<file path="config.mk">
export PLATFORM = sky130hd
export DESIGN_NAME = uart_rx_deframer_flat
export DESIGN_NICKNAME = d
export VERILOG_FILES = /design/src/rtl/uart_rx_deframer_if.sv /design/src/rtl/uart_rx_deframer.sv /design/src/flat_wrapper.sv
export SDC_FILE = /design/constraint.sdc
export NUM_CORES = 1
export LEC_CHECK = 0
export ABC_AREA = 1
export CAP_MARGIN = 20
export CORE_MARGIN = 2
export CORE_UTILIZATION = 54
export CTS_CLUSTER_DIAMETER = 200
export DETAILED_ROUTE_END_ITERATION = 10
export GPL_ROUTABILITY_DRIVEN = 0
export PLACE_DENSITY = 0.92
export RECOVER_POWER = 100
export REMOVE_ABC_BUFFERS = 1
export SYNTH_ARGS = -nofsm -noshare
export SYNTH_HDL_FRONTEND = slang
export SYNTH_SLANG_ARGS = --single-unit
</file>
<file path="constraint.sdc">
create_clock -name clk -period 2.3 [get_ports clk]
set_clock_uncertainty 0.15 [all_clocks]
set_input_delay 0.345 -clock clk [delete_from_list [all_inputs] [get_ports clk]]
set_output_delay 0.345 -clock clk [all_outputs]
set_load 0.05 [all_outputs]
</file>
<file path="src/rtl/uart_rx_deframer_if.sv">
// Receive-side bundle between the UART deframer and its LCR/LSR/FIFO logic.
// The slave side is the deframer; the master side drives line control, serial input and pop.
interface uart_rx_deframer_if;
    logic [7:0] lcr;
    logic       srx_pad_i;
    logic       enable;
    logic       rx_reset;
    logic       lsr_mask;
    logic       rx_pop;
    logic [7:0] rx_data;
    logic       rx_valid;
    logic       rx_pe;
    logic       rx_fe;
    logic       rx_bi;
    logic       rx_overrun;
    logic [2:0] rstate;

    modport master (
        output lcr, srx_pad_i, enable, rx_reset, lsr_mask, rx_pop,
        input  rx_data, rx_valid, rx_pe, rx_fe, rx_bi, rx_overrun, rstate
    );

    modport slave (
        input  lcr, srx_pad_i, enable, rx_reset, lsr_mask, rx_pop,
        output rx_data, rx_valid, rx_pe, rx_fe, rx_bi, rx_overrun, rstate
    );
endinterface

</file>
<file path="src/rtl/uart_rx_deframer.sv">
// UART receive deframer: synchronises srx_pad_i, validates start bit, shifts 5-8 data bits, parity, stop.
// Capture at mid stop bit (8+16*(N+P+1) enables after first low); one-entry hold, overflow sets sticky rx_overrun.
module uart_rx_deframer #(
    parameter int SYNC_STAGES = 2
) (
    input  logic           clk,
    input  logic           wb_rst_i,
    uart_rx_deframer_if.slave bus
);
    typedef enum logic [2:0] {
        ST_IDLE      = 3'd0,
        ST_START     = 3'd1,
        ST_DATA      = 3'd2,
        ST_PARITY    = 3'd3,
        ST_STOP      = 3'd4,
        ST_WAIT_HIGH = 3'd5
    } state_t;

    logic [SYNC_STAGES-1:0] r_sync;
    state_t                 r_state;
    logic [3:0]             r_cnt;
    logic [2:0]             r_bits;
    logic [7:0]             r_shift;
    logic                   r_par;
    logic                   r_pe_nxt;
    logic [7:0]             r_data;
    logic                   r_valid;
    logic                   r_pe;
    logic                   r_fe;
    logic                   r_bi;
    logic                   r_ovr;

    logic                   w_rx;
    logic [2:0]             w_pos;
    logic                   w_exp_par;
    logic                   w_bi_nxt;

    assign w_rx     = r_sync[SYNC_STAGES-1];
    assign w_pos    = 3'd4 + {1'b0, bus.lcr[1:0]} - r_bits;
    assign w_bi_nxt = (r_shift == 8'd0) & (~bus.lcr[3] | ~r_par) & ~w_rx;

    // {EP,SP}: odd, stick-1, even, stick-0
    always_comb begin
        w_exp_par = 1'b0;
        case ({bus.lcr[4], bus.lcr[5]})
            2'b00:   w_exp_par = ~^r_shift;
            2'b01:   w_exp_par = 1'b1;
            2'b10:   w_exp_par = ^r_shift;
            default: w_exp_par = 1'b0;
        endcase
    end

    always_ff @(posedge clk) begin
        if (wb_rst_i) begin
            r_sync   <= '1;
            r_state  <= ST_IDLE;
            r_cnt    <= 4'd0;
            r_bits   <= 3'd0;
            r_shift  <= 8'd0;
            r_par    <= 1'b0;
            r_pe_nxt <= 1'b0;
            r_data   <= 8'd0;
            r_valid  <= 1'b0;
            r_pe     <= 1'b0;
            r_fe     <= 1'b0;
            r_bi     <= 1'b0;
            r_ovr    <= 1'b0;
        end else begin
            r_sync <= {r_sync[SYNC_STAGES-2:0], bus.srx_pad_i};
            if (bus.lsr_mask)
                r_ovr <= 1'b0;
            if (bus.rx_reset) begin
                r_state <= ST_IDLE;
                r_cnt   <= 4'd0;
                r_valid <= 1'b0;
                r_pe    <= 1'b0;
                r_fe    <= 1'b0;
                r_bi    <= 1'b0;
            end else begin
                if (bus.rx_pop)
                    r_valid <= 1'b0;
                if (bus.enable) begin
                    case (r_state)
                        ST_IDLE: begin
                            if (!w_rx) begin
                                r_cnt   <= 4'd7;
                                r_state <= ST_START;
                            end
                        end
                        ST_START: begin
                            if (r_cnt != 4'd0) begin
                                r_cnt <= r_cnt - 4'd1;
                            end else if (w_rx) begin
                                r_state <= ST_IDLE;
                            end else begin
                                r_cnt    <= 4'd15;
                                r_bits   <= 3'd4 + {1'b0, bus.lcr[1:0]};
                                r_shift  <= 8'd0;
                                r_par    <= 1'b0;
                                r_pe_nxt <= 1'b0;
                                r_state  <= ST_DATA;
                            end
                        end
                        ST_DATA: begin
                            if (r_cnt != 4'd0) begin
                                r_cnt <= r_cnt - 4'd1;
                            end else begin
                                r_shift[w_pos] <= w_rx;
                                r_cnt          <= 4'd15;
                                if (r_bits == 3'd0)
                                    r_state <= bus.lcr[3] ? ST_PARITY : ST_STOP;
                                else
                                    r_bits <= r_bits - 3'd1;
                            end
                        end
                        ST_PARITY: begin
                            if (r_cnt != 4'd0) begin
                                r_cnt <= r_cnt - 4'd1;
                            end else begin
                                r_par    <= w_rx;
                                r_pe_nxt <= (w_rx != w_exp_par);
                                r_cnt    <= 4'd15;
                                r_state  <= ST_STOP;
                            end
                        end
                        ST_STOP: begin
                            if (r_cnt != 4'd0) begin
                                r_cnt <= r_cnt - 4'd1;
                            end else begin
                                // a pop on this edge frees the slot for the new character
                                if (!r_valid || bus.rx_pop) begin
                                    r_data  <= r_shift;
                                    r_pe    <= bus.lcr[3] & r_pe_nxt;
                                    r_fe    <= ~w_rx;
                                    r_bi    <= w_bi_nxt;
                                    r_valid <= 1'b1;
                                end else begin
                                    r_ovr <= 1'b1;
                                end
                                r_state <= w_rx ? ST_IDLE : ST_WAIT_HIGH;
                            end
                        end
                        ST_WAIT_HIGH: begin
                            if (w_rx)
                                r_state <= ST_IDLE;
                        end
                        default: r_state <= ST_IDLE;
                    endcase
                end
            end
        end
    end

    assign bus.rx_data    = r_data;
    assign bus.rx_valid   = r_valid;
    assign bus.rx_pe      = r_pe;
    assign bus.rx_fe      = r_fe;
    assign bus.rx_bi      = r_bi;
    assign bus.rx_overrun = r_ovr;
    assign bus.rstate     = r_state;
endmodule

</file>
<file path="src/flat_wrapper.sv">
// flat-port wrapper written by rule: the top's interface ports become plain ports
module uart_rx_deframer_flat 
#(
    parameter int SYNC_STAGES = 2
)
  (clk, wb_rst_i, bus_lcr, bus_srx_pad_i, bus_enable, bus_rx_reset, bus_lsr_mask, bus_rx_pop, bus_rx_data, bus_rx_valid, bus_rx_pe, bus_rx_fe, bus_rx_bi, bus_rx_overrun, bus_rstate);
  uart_rx_deframer_if bus_i ();
  input  logic clk;
  input  logic wb_rst_i;
  input wire logic [$bits(bus_i.lcr)-1:0] bus_lcr;
  input wire logic [$bits(bus_i.srx_pad_i)-1:0] bus_srx_pad_i;
  input wire logic [$bits(bus_i.enable)-1:0] bus_enable;
  input wire logic [$bits(bus_i.rx_reset)-1:0] bus_rx_reset;
  input wire logic [$bits(bus_i.lsr_mask)-1:0] bus_lsr_mask;
  input wire logic [$bits(bus_i.rx_pop)-1:0] bus_rx_pop;
  output wire logic [$bits(bus_i.rx_data)-1:0] bus_rx_data;
  output wire logic [$bits(bus_i.rx_valid)-1:0] bus_rx_valid;
  output wire logic [$bits(bus_i.rx_pe)-1:0] bus_rx_pe;
  output wire logic [$bits(bus_i.rx_fe)-1:0] bus_rx_fe;
  output wire logic [$bits(bus_i.rx_bi)-1:0] bus_rx_bi;
  output wire logic [$bits(bus_i.rx_overrun)-1:0] bus_rx_overrun;
  output wire logic [$bits(bus_i.rstate)-1:0] bus_rstate;
  assign bus_i.lcr = bus_lcr;
  assign bus_i.srx_pad_i = bus_srx_pad_i;
  assign bus_i.enable = bus_enable;
  assign bus_i.rx_reset = bus_rx_reset;
  assign bus_i.lsr_mask = bus_lsr_mask;
  assign bus_i.rx_pop = bus_rx_pop;
  assign bus_rx_data = bus_i.rx_data;
  assign bus_rx_valid = bus_i.rx_valid;
  assign bus_rx_pe = bus_i.rx_pe;
  assign bus_rx_fe = bus_i.rx_fe;
  assign bus_rx_bi = bus_i.rx_bi;
  assign bus_rx_overrun = bus_i.rx_overrun;
  assign bus_rstate = bus_i.rstate;
  uart_rx_deframer #(.SYNC_STAGES(SYNC_STAGES)) u_core (.clk(clk), .wb_rst_i(wb_rst_i), .bus(bus_i));
endmodule
</file>
==> results.yml <==
logic_synthesis:
  yosys.area.top_type: "dfxtp_1"
  synth.cell_area_um2: 2072
  synth_edf_count: 0
  synth_cell_types: 31
  syn_inst: 316
  ys.flop_type: "dfxtp_1"
  synth-compound-area-share: 0.1002
  synth-seq-cells: 35
  ys.warnings.count: 0
  ys_seq_area_frac: 0.3382
  synth_top_family_by_area: "simple AND/OR/NAND/NOR gates"
  avgSynthCellArea_um2: 6.557
  synth_top_area_share: 0.3382
  synth_common_cells: "68 x nand2_1, 53 x nor2_1, 39 x inv_1, 35 x dfxtp_1, 24 x nand3_1"
  synth_simple_gate_area_frac: 0.3841
  synth.most_common_cell: "nand2_1"
  synth-async-reset-ratio: 0
  synth_xor_area_frac: 0.01691
  synth_adder_area_share: 0.06401
  ys_top_cells_by_area: "dfxtp_1 34%, nand2_1 12%, nor2_1 9.6%"
  synth.mux.area_fraction: 0
clock_network:
  numCtsBuffers: 5
  cts_tree: "built"
  postCtsSetupRepairBufs: 0
  clock_path_buffers: 2
  clkSinkCount: 35
  htreeDepth: 2
  root_buffer: "clkbuf_8"
  insertion_delay_ns: 0.30
  path_clk_slew_ns: 0.07
drt:
  dr.pass1.iters: 5
  vias: 2176
  routed_wl_mm: 4.933
  wl_per_cell_um: 12.30
  drc: 0
  drtAntennaViolNets: 0
  viasPerCell: 5.426
  drtIter0Drc: 171
critical_path:
  crit_arrival_ns: 1.70
  slowest_stage: "dlygate4sd3_1"
  crit_buf_inv: 1
  crit_path_max_fanout: 7
  crit_chain: "dlygate4sd3_1"
  required_ns: 1.80
  crit_type: "register to output pin"
  crit_family: "buffers and inverters"
  critPathMaxStageDelay_ns: 0.93
  critPathCaptureType: "output pin"
  rr_worst_depth: 9
  cp.depth: 1
  cp-start-kind: "register"
floorplan:
  die_w_um: 65.95
  start_util: 0.5617
  rows: 22
  coreArea_um2: 3689
  num_io_pins: 31
  die_area_um2: 4349
  die_y_um: 65.95
finish:
  fill_cells: 301
  drive_gt1_frac: 0.09632
  nets: 377
  area.growth.synth_to_final_pct: 22.58
  final_core_util: 0.6886
  num_antenna_cells: 0
run_status:
  status: "complete, no violations"
sta:
  fmax_mhz: 454.8
  rsz0062_at_grt: "false"
  finalSetupViolations: 0
  hold_violations: 0
  setup_slack_ns: 0.1011
  drv_slew: 0
  tns_ns: 0
  finalCritPeriodShare: 0.9560
  tightest_slew_ns: 0.5120
  max-slew-margin-rel: 0.6576
  min_period_ns: 2.199
global_route:
  antenna_found_initial: 0
  grt_usage: 0.2599
  grt_pass1_wl_mm: 8.728
  grt.overflow.total: 0
  grt_pass1_vias: 2058
  grt_max_degree: 17
power:
  p_per_area_nw_per_um2: 542.0
  peakVddDrop_mv: 0.4125
  p_leak_nw: 1.098
worst_hold_path:
  hp-class: "register to register"
  holdPathStages: 1
placement:
  place_ws_ns: -0.08340
  portBuffers: 27
  hpwlAfterDp_mm: 3.444
run:
  drv_cap: 0
## cells by family after synthesis
group                      Yosys count
AOI/OAI and AO/OA                   40
DFF                                 35
and+or+nand+nor                    177
adders and majority gates           10
buffers and inverters               50
xor gates and xnor gates             4
## layout by cell type (no fill, tap or decap), drive strengths merged, types with 10 or more instances in the layout
master / instances
nand4: 11
clkdlybuf4s50: 10
dfxtp: 35
a21oi: 22
dlygate4sd3: 17
o21ai: 16
inv: 44
nand3: 27
nor2: 58
or2: 10
nand2: 70
## metal layers
metal,share of wire,vias up,track usage
met2,0.49,88,0.4571
met5,0,-,0
met4,0.034,0,0.1276
li1,-,1081,-
met3,0.065,19,0.04770
met1,0.42,988,0.3012
## state kept, by name, summed over array words and instances, names as in the netlist, 2 cells and up
register	flops
u_core.r_sync	2
u_core.bus.rstate	3
u_core.r_shift	8
u_core.r_cnt	4
u_core.r_bits	3
u_core.bus.rx_data	8
## where the power goes
part           internal (mW)  switching (mW)
combinational         0.0611           0.105
sequential             0.614         0.00830
clock                  0.351           0.238
total                   1.03           0.351
## final timing paths
kind | from | slack (ns) | endpoint
worst min register to register | u_core.r_sync[0] | 0.27 | u_core.r_sync[1]
worst max register to register | u_core.r_cnt[0] | 0.21 | u_core.bus.rx_data[3]
worst min-delay path | u_core.r_sync[0] | 0.27 | u_core.r_sync[1]
worst max-delay path | u_core.bus.rstate[0] | 0.10 | bus_rstate[0]
## timing repair
item                                    CTS  global route
hold endpoints to repair                  0             0
endpoints found under the setup margin    0             1
hold buffers                              0             0
gates resized for setup                   0             2
## area by class of cell
cell class | instances | area [µm²] | area share
well taps | 48 | 60.06 | 0.02365
flip-flops and latches | 35 | 700.7 | 0.2759
repair buffers | 33 | 315.3 | 0.1241
clock inverters | 2 | 35.03 | 0.01379
clock buffers | 6 | 82.58 | 0.03251
multi-input cells | 231 | 1174 | 0.4621
inverters | 46 | 172.7 | 0.06798
## metrics by stage
step	instances	instance area, µm²	power, mW	hold slack, ns
after floorplan	312	2044	0.7383	0.2395
after global placement	393	2420	0.7944	0.2498
after detailed placement	393	2420	0.7989	0.2541
after CTS	401	2537	1.381	0.2722
after global routing	401	2540	1.425	0.2919
final	401	2540	1.377	0.2700
Note: power is estimated with default switching activity, not from simulation.
